### src/rtl/floo_wormhole_arbiter_if.sv
// Handshake bundle between the per-input route selectors (master side) and one
// output-port wormhole arbiter (slave side).
interface floo_wormhole_arbiter_if #(
    parameter int  NumInputs = 5,
    parameter type flit_t    = struct packed {
        struct packed {
            logic last;
        } hdr;
        logic [15:0] payload;
    },
    parameter int  IdxWidth  = (NumInputs > 1) ? $clog2(NumInputs) : 1
);
    logic [NumInputs-1:0]  valid_i;
    logic [NumInputs-1:0]  ready_o;
    flit_t [NumInputs-1:0] data_i;
    logic                  valid_o;
    logic                  ready_i;
    flit_t                 data_o;
    logic [IdxWidth-1:0]   grant_idx_o;
    logic                  locked_o;

    modport master (
        output valid_i, data_i, ready_i,
        input  ready_o, valid_o, data_o, grant_idx_o, locked_o
    );

    modport slave (
        input  valid_i, data_i, ready_i,
        output ready_o, valid_o, data_o, grant_idx_o, locked_o
    );
endinterface

### src/rtl/floo_wormhole_arbiter.sv
// Output-port round-robin arbiter with wormhole lock: the grant is held for a whole
// packet and frozen while the output link stalls; the datapath is purely combinational.
module floo_wormhole_arbiter #(
    parameter int  NumInputs   = 5,
    parameter type flit_t      = struct packed {
        struct packed {
            logic last;
        } hdr;
        logic [15:0] payload;
    },
    parameter bit  LockRouting = 1'b1,
    parameter int  IdxWidth    = (NumInputs > 1) ? $clog2(NumInputs) : 1
) (
    input logic                    clk_i,
    input logic                    rst_i,
    floo_wormhole_arbiter_if.slave bus
);

    // HOLD freezes the grant under backpressure; LOCKED holds it across a packet.
    typedef enum logic [1:0] {
        ST_IDLE,
        ST_HOLD,
        ST_LOCKED
    } state_t;

    state_t              r_state;
    state_t              w_state_next;
    logic [IdxWidth-1:0] r_idx;
    logic [IdxWidth-1:0] w_idx_next;
    logic [IdxWidth-1:0] r_rr_ptr;
    logic [IdxWidth-1:0] w_rr_ptr_next;

    logic [IdxWidth-1:0] w_cand [NumInputs];
    logic [IdxWidth-1:0] w_rr_grant;
    logic [IdxWidth-1:0] w_grant;
    logic [IdxWidth-1:0] w_grant_inc;
    flit_t               w_grant_flit;
    logic                w_valid;
    logic                w_fire;

    genvar gi;

    // w_cand[k] is the input examined k-th, starting from the round-robin pointer.
    generate
        for (gi = 0; gi < NumInputs; gi++) begin : g_rot
            logic [IdxWidth:0] w_sum;
            assign w_sum = {1'b0, r_rr_ptr} + (IdxWidth+1)'(gi);
            assign w_cand[gi] = (w_sum >= (IdxWidth+1)'(NumInputs))
                              ? IdxWidth'(w_sum - (IdxWidth+1)'(NumInputs))
                              : IdxWidth'(w_sum);
        end
    endgenerate

    // Scan from the far end so the candidate closest to the pointer wins.
    always_comb begin
        w_rr_grant = r_rr_ptr;
        for (int k = NumInputs - 1; k >= 0; k--) begin
            if (bus.valid_i[w_cand[k]]) begin
                w_rr_grant = w_cand[k];
            end
        end
    end

    assign w_grant      = (r_state == ST_IDLE) ? w_rr_grant : r_idx;
    assign w_grant_flit = bus.data_i[w_grant];
    assign w_valid      = bus.valid_i[w_grant];
    assign w_fire       = w_valid && bus.ready_i;
    assign w_grant_inc  = ({1'b0, w_grant} == (IdxWidth+1)'(NumInputs - 1))
                        ? '0 : w_grant + 1'b1;

    always_ff @(posedge clk_i) begin
        if (rst_i) begin
            r_state  <= ST_IDLE;
            r_idx    <= '0;
            r_rr_ptr <= '0;
        end else begin
            r_state  <= w_state_next;
            r_idx    <= w_idx_next;
            r_rr_ptr <= w_rr_ptr_next;
        end
    end

    always_comb begin
        w_state_next  = r_state;
        w_idx_next    = r_idx;
        w_rr_ptr_next = r_rr_ptr;
        if (w_fire) begin
            if (LockRouting && !w_grant_flit.hdr.last) begin
                w_state_next = ST_LOCKED;
                w_idx_next   = w_grant;
            end else begin
                w_state_next  = ST_IDLE;
                w_rr_ptr_next = w_grant_inc;
            end
        end else if (w_valid && !bus.ready_i && (r_state != ST_LOCKED)) begin
            w_state_next = ST_HOLD;
            w_idx_next   = w_grant;
        end
    end

    generate
        for (gi = 0; gi < NumInputs; gi++) begin : g_ready
            assign bus.ready_o[gi] = (w_grant == IdxWidth'(gi)) && bus.ready_i;
        end
    endgenerate

    assign bus.valid_o     = w_valid;
    assign bus.data_o      = w_grant_flit;
    assign bus.grant_idx_o = w_grant;
    assign bus.locked_o    = (r_state == ST_LOCKED);

`ifndef SYNTHESIS
    a_data_stable: assert property (@(posedge clk_i) disable iff (rst_i)
        (bus.valid_o && !bus.ready_i) |=> $stable(bus.data_o));
`endif

endmodule

### src/flat_wrapper.sv
// flat-port wrapper written by rule: the top's interface ports become plain ports
module floo_wormhole_arbiter_flat 
#(
    parameter int  NumInputs   = 5,
    parameter type flit_t      = struct packed {
        struct packed {
            logic last;
        } hdr;
        logic [15:0] payload;
    },
    parameter bit  LockRouting = 1'b1,
    parameter int  IdxWidth    = (NumInputs > 1) ? $clog2(NumInputs) : 1
)
  (clk_i, rst_i, bus_valid_i, bus_data_i, bus_ready_i, bus_ready_o, bus_valid_o, bus_data_o, bus_grant_idx_o, bus_locked_o);
  floo_wormhole_arbiter_if #(.NumInputs(NumInputs), .flit_t(flit_t), .IdxWidth(IdxWidth)) bus_i ();
  input logic clk_i;
  input logic rst_i;
  input wire logic [$bits(bus_i.valid_i)-1:0] bus_valid_i;
  input wire logic [$bits(bus_i.data_i)-1:0] bus_data_i;
  input wire logic [$bits(bus_i.ready_i)-1:0] bus_ready_i;
  output wire logic [$bits(bus_i.ready_o)-1:0] bus_ready_o;
  output wire logic [$bits(bus_i.valid_o)-1:0] bus_valid_o;
  output wire logic [$bits(bus_i.data_o)-1:0] bus_data_o;
  output wire logic [$bits(bus_i.grant_idx_o)-1:0] bus_grant_idx_o;
  output wire logic [$bits(bus_i.locked_o)-1:0] bus_locked_o;
  assign bus_i.valid_i = bus_valid_i;
  assign bus_i.data_i = bus_data_i;
  assign bus_i.ready_i = bus_ready_i;
  assign bus_ready_o = bus_i.ready_o;
  assign bus_valid_o = bus_i.valid_o;
  assign bus_data_o = bus_i.data_o;
  assign bus_grant_idx_o = bus_i.grant_idx_o;
  assign bus_locked_o = bus_i.locked_o;
  floo_wormhole_arbiter #(.NumInputs(NumInputs), .flit_t(flit_t), .LockRouting(LockRouting), .IdxWidth(IdxWidth)) u_core (.clk_i(clk_i), .rst_i(rst_i), .bus(bus_i));
endmodule
### config.mk
export PLATFORM = sky130hd
export DESIGN_NAME = floo_wormhole_arbiter_flat
export DESIGN_NICKNAME = d
export VERILOG_FILES = /design/src/rtl/floo_wormhole_arbiter_if.sv /design/src/rtl/floo_wormhole_arbiter.sv /design/src/flat_wrapper.sv
export SDC_FILE = /design/constraint.sdc
export NUM_CORES = 1
export LEC_CHECK = 0
export ABC_AREA = 1
export CORE_MARGIN = 2
export CORE_UTILIZATION = 29
export CTS_BUF_LIST = sky130_fd_sc_hd__clkbuf_16
export CTS_CLUSTER_SIZE = 8
export DETAILED_ROUTE_END_ITERATION = 12
export SLEW_MARGIN = 20
export SYNTH_ARGS = -nofsm -noshare
export SYNTH_HDL_FRONTEND = slang
export SYNTH_SLANG_ARGS = --single-unit
### constraint.sdc
create_clock -name clk_i -period 4.2 [get_ports clk_i]
set_input_delay 0.84 -clock clk_i [delete_from_list [all_inputs] [get_ports clk_i]]
set_output_delay 0.84 -clock clk_i [all_outputs]
set_load 0.1 [all_outputs]
### Yosys cells after proc, flatten, opt, wreduce, memory -nomap -nowiden

Index checks and enable logic that the tools add are counted.

| word-level totals | value |
|---|---|
| flip-flop bits (word level) | 8 |
| output and inout port bits | 27 |

| operators by class | value |
|---|---|
| $add $sub $neg | 10 |
| magnitude comparators | 11 |
| eq/ne operators | 7 |
| muxes and demuxes | 32 |
| reduce and logical (&&, ||, !) cells | 14 |

Operator list:

| operator | number |
|---|---|
| binary-select mux 17 bit (select 3 bit) | 1 |
| 2-to-1 mux 3 bit | 15 |
| less-than comparator 3 x 4 -> 1 bit (second input constant) | 6 |
| binary-select mux 1 bit (select 3 bit) | 6 |
| 2-to-1 mux 17 bit | 1 |
| >= comparator 4 x 3 -> 1 bit (second input constant) | 4 |
| subtractor 3 bit (second input constant) | 5 |
| adder 3 x 2 -> 4 bit (second input constant) | 2 |
| logical AND 1 bit | 8 |
| == test 3 x 2 -> 1 bit (second input constant) | 2 |
| 2-to-1 mux 1 bit | 6 |
| 2-to-1 mux 2 bit | 3 |
| adder 3 x 1 -> 4 bit (second input constant) | 1 |
| adder 3 x 3 -> 4 bit (second input constant) | 1 |
| != test 2 bit (second input constant) | 2 |
| AND reduction 2 bit | 2 |
| adder 3 x 1 -> 3 bit (second input constant) | 1 |
| == test 3 x 1 -> 1 bit (second input constant) | 1 |
| == test 3 bit (second input constant) | 1 |
| >= comparator 3 bit (second input constant) | 1 |
| zero test 3 bit | 1 |
| == test 2 bit (second input constant) | 1 |
| zero test 2 bit | 1 |
| nonzero test 2 bit | 1 |
| zero test 1 bit | 1 |

### Depth between registers and ports, before layout

| logic depth | value |
|---|---|
| word-level depth | 17 |
| gate-level depth with buffers | 31 |

### Worst setup path before layout

Ideal clock, no wire load.

| timing path | value |
|---|---|
| path kind | register to output |
| start | register u_core.r_rr_ptr[0] |
| end | output port bus_data_o[1] |
| arrival | 5145 ps |
| required time | 3360 ps |
| slack | -1785 ps |
| stages on the path, launching flop included | 20 |
| buffers on the path | 0 |
| path through | dfxtp_1 > inv_2 > ha_1 > inv_1 > fa_1 > a21oi_2 > inv_1 > o21ai_1 > inv_1 > nand3_1 > nand2_1 > nand2_1 > nand2_1 > o21ai_1 > nand2_1 > nand3_1 > nand3_1 > o21ai_2 > nand3_1 > o21ai_0 |

| between the ends | value |
|---|---|
| longest elaborated chain between the ends | 13 |

Ends and longest elaborated chain:

| element | RTL line | RTL |
|---|---|---|
| from (decl) | floo_wormhole_arbiter.sv:30 | `logic [IdxWidth-1:0] r_rr_ptr;` |
| from (signal assigned) | floo_wormhole_arbiter.sv:79 | `r_rr_ptr <= w_rr_ptr_next;` |
| adder 3 x 3 -> 4 bit | floo_wormhole_arbiter.sv:47 | `assign w_sum = {1'b0, r_rr_ptr} + (IdxWidth+1)'(gi);` |
| >= comparator 4 x 3 -> 1 bit or subtractor 3 bit (tied branches) | floo_wormhole_arbiter.sv:48, floo_wormhole_arbiter.sv:49 |  |
| 2-to-1 mux 3 bit | floo_wormhole_arbiter.sv:49 | `? IdxWidth'(w_sum - (IdxWidth+1)'(NumInputs))` |
| binary-select mux 1 bit (select 3 bit) | floo_wormhole_arbiter.sv:58 | `if (bus.valid_i[w_cand[k]]) begin` |
| 2-to-1 mux 1 bit (not written as such) | floo_wormhole_arbiter.sv:58 |  |
| 2-to-1 mux 3 bit (4 in series) | floo_wormhole_arbiter.sv:58 |  |
| 2-to-1 mux 3 bit * | floo_wormhole_arbiter.sv:58 |  |
| 2-to-1 mux 3 bit * | floo_wormhole_arbiter.sv:64 | `assign w_grant = (r_state == ST_IDLE) ? w_rr_grant : r_idx;` |
| net bus_grant_idx_o[2] | flat_wrapper.sv:24 | `output wire logic [$bits(bus_i.grant_idx_o)-1:0] bus_grant_idx_o;` |
| binary-select mux 17 bit (select 3 bit) * | floo_wormhole_arbiter.sv:65 | `assign w_grant_flit = bus.data_i[w_grant];` |
| 2-to-1 mux 17 bit (not written as such) * | floo_wormhole_arbiter.sv:65 |  |
| to (decl) | flat_wrapper.sv:23 | `output wire logic [$bits(bus_i.data_o)-1:0] bus_data_o;` |

Mark *: on every way through the listed nets, which the timed path passes. The rest lies on a longest branch. The select of a mux whose other input is x is not followed.

### Worst setup path after layout

| timing path | value |
|---|---|
| start | register u_core.r_rr_ptr[0] |
| end | output port bus_data_o[13] |

| between the ends | value |
|---|---|
| longest elaborated chain between the ends | 13 |

Ends and longest elaborated chain:

| element | RTL line |
|---|---|
| adder 3 x 3 -> 4 bit | floo_wormhole_arbiter.sv:47 |
| >= comparator 4 x 3 -> 1 bit or subtractor 3 bit (tied branches) | floo_wormhole_arbiter.sv:48, floo_wormhole_arbiter.sv:49 |
| 2-to-1 mux 3 bit | floo_wormhole_arbiter.sv:49 |
| binary-select mux 1 bit (select 3 bit) | floo_wormhole_arbiter.sv:58 |
| 2-to-1 mux 1 bit (not written as such) | floo_wormhole_arbiter.sv:58 |
| 2-to-1 mux 3 bit (4 in series) | floo_wormhole_arbiter.sv:58 |
| 2-to-1 mux 3 bit * | floo_wormhole_arbiter.sv:58 |
| 2-to-1 mux 3 bit * | floo_wormhole_arbiter.sv:64 |
| binary-select mux 17 bit (select 3 bit) * | floo_wormhole_arbiter.sv:65 |
| 2-to-1 mux 17 bit (not written as such) * | floo_wormhole_arbiter.sv:65 |

Mark *: on every way between the ends. The rest lies on a longest branch, timed or not. The select of a mux whose other input is x is not followed.

==> impl_metrics.toml <==
[synthesis]
synth_area_leader_cell = "nand2_1"
synth_xor_xnor_area_share = 0.0150
yosysWarnings = 0
synth_fa_ha_area_frac = 0.0699
synth_mux_area_frac = 0
yosys.area_share.simple = 0.478
synth_area_mm2 = 0.00226
synth_compound_area_frac = 0.215
yosysUniqueCellTypes = 31
synth_area_per_cell_um2 = 5.30
ys_ff_latch = 8
synth_top_family_by_area = "simple AND/OR/NAND/NOR gates"
ys_seq_area_frac = 0.0710
netlist_instances = 426
syn_nets = 531
netlist.area_leader.share = 0.211
ys_async_sr_fraction = 0
synthFlopType = "dfxtp_1"
synth_edf_count = 0
synth_area_leaders = "nand2_1 21%, nand3_1 14%, inv_1 9.0%"

[worst_setup_path]
crit_path_max_incr_delay_ns = 0.36
r2r_cells = 25
crit_end = "bus_data_o[13]"
cp.required_ns = 3.36
r2r-end = "u_core.r_idx[1]"
critPathCaptureType = "output port"
crit_top_cell = "nand2_2"
timing.rr.start = "u_core.r_rr_ptr[0]"
critPathMaxFanout = 6
crit_type = "reg2out"
start_kind = "flop"
arrival_ns = 3.42
crit_path_top_delay_cell = "dfxtp_4"
worst-r2r-setup-slack_ns = 0.65
crit_path_start = "u_core.r_rr_ptr[0]"

[final_layout]
fillCellCount = 709
final_cell_area_mm2 = 0.00478
seqCellArea_um2 = 166
nets = 691
drive_gt1_frac = 0.321
diodes = 0
final_cells = 687
multi_input_area_mm2 = 0.00218
syn2layout_area_growth_pct = 112

[floorplan]
core_area_mm2 = 0.00765
rows = 32
start_util = 0.295
die_h_um = 92.2
die_area_mm2 = 0.00850
ioPinCount = 120
die_w_um = 92.2

[clocking]
cts_buffers = 3
htree_levels = 1
insertion_delay_ns = 0.23
cts_hold_buf = 0
clk_pin_slew_ns = 0.04
clock_sinks = 8
cts_tree = "yes"
cts_buffer_depth = 2
root_buffer = "clkbuf_16"

[route]
vias_per_cell = 4.98
routed_wl_um = 10200
firstDrtPassIters = 5
drtIter0Drc = 157
wire_per_inst_um = 14.8
remaining_drc_errors = 0
dr_total_vias = 3422
ant_nets = 0

[global_route]
grt_overflow = 0
gr-usage-all-layers = 0.231
grt_pass1_wl_um = 15700
gr-usage-met2 = 0.393
grt_pass1_vias = 3287
antenna_found_initial = 0
grt_max_degree = 34
top_usage_layer = "met2"
use_met3 = 0.0641
met1_usage = 0.295

[sta]
setup_slack_ns = -0.0569
finalHoldViolations = 0
rsz0062_at_grt = "true"
tns_ns = -0.274
tightest_slew_ns = 1.02
hold_ws_ns = 0.490
finalSetupViolCount = 12
fmax_ghz = 0.235
min_period_ns = 4.26
relSlewSlack = 0.316
skew_ns = 0.00329
fin_crit_sh = 1.01
finalMaxSlewViolations = 0

[hold_path]
hp-start = "u_core.r_state[1]"
worstHoldPathType = "reg2reg"

[place]
hpwl_um = 7940
io_buffer_count = 119
post_dp_cell_area_mm2 = 0.00427
place_inst = 663
gp_congestion = 0.908

[run_status]
status = "finished with violations"
violations = "setup timing"

[job]
cap_violations = 0
cells by family after synthesis:
logic type / count (synthesis)
flops: 8
simple gates: 242
fa+ha+maj: 12
buf+inv: 81
compound gates: 80
xor+xnor: 3
cells in the final DEF (no fill, tap or decap), types with 5 or more instances in the layout:
cell type	count
ha_1	5
o21ai_4	13
o21ai_0	19
nor2_1	29
dfxtp_1	5
inv_1	50
o21ai_2	8
o211ai_1	20
inv_2	11
nand3_2	6
nand2_1	100
buf_6	8
buf_4	34
clkdlybuf4s50_1	93
nand2_2	30
nand3_1	58
a21oi_1	7
nand3_4	5
buf_12	33
through the flow:
stage / utilization / setup slack [ns]
final: 0.625 / -0.0569
after global routing: 0.625 / -0.284
after CTS: 0.601 / -0.0887
after detailed placement: 0.559 / -0.0916
after global placement: 0.559 / -0.0974
after floorplan: - / -0.0846
critical path: cells and delay by family (launching register included):
kind                     cells  cell delay (ns)
AND/OR/NAND/NOR             12             0.88
buffers and inverters        7             0.66
flip-flops                   1             0.36
XOR/XNOR                     1             0.24
AO/OA/AOI/OAI                5             0.55
adder cells (fa/ha/maj)      2             0.48
per-layer routing:
metal / vias up / wire length [um]
li1: 1712 / -
met1: 1563 / 4410
met2: 133 / 4880
met3: 14 / 789
met4: 0 / 116
met5: - / 0
synth_stat cells, types with 3 or more instances:
cell / instances
o21ai_1: 14
buf_2: 10
ha_1: 11
nor3_1: 3
a21oi_2: 3
inv_1: 54
nor2_1: 32
o21ai_2: 3
dfxtp_1: 8
inv_2: 11
nand4_1: 4
nand3_1: 65
nand3_4: 3
a21oi_1: 9
o21ai_0: 27
nand2_2: 4
o211ai_1: 20
nand2_1: 127
layout make-up:
type,count,share of cell area
Multi-Input combinational cell,337,0.456
Timing Repair Buffer,169,0.408
Inverter,66,0.0565
Sequential cell,8,0.0348
Tap cell,102,0.0267
Clock buffer,3,0.0157
Timing Repair inverter,1,0.00105
Clock inverter,1,0.000785
registers in the layout, indices dropped and copies added (netlist names):
signal and cells:
u_core.r_state 2, u_core.r_idx 3, u_core.r_rr_ptr 3
worst min path at each step:
stage / end / slack, ns / cells past startpoint
floorplan: u_core.r_state[1] / 0.45 / 2
global placement: u_core.r_state[0] / 0.47 / 2
detailed placement: u_core.r_state[1] / 0.48 / 2
CTS: u_core.r_state[1] / 0.49 / 2
global route: u_core.r_state[1] / 0.50 / 2
finish: u_core.r_state[1] / 0.49 / 2
timing repair:
item,4_1_cts,5_1_grt
endpoints found under the setup margin,22,24
hold endpoints to repair,0,0
setup buffers,14,4
gates cloned,2,1
gates resized for setup,26,47
pin swaps,18,17
Power is not shown: default switching activity piles up to over one toggle a cycle in this logic, so the estimate is an artifact.
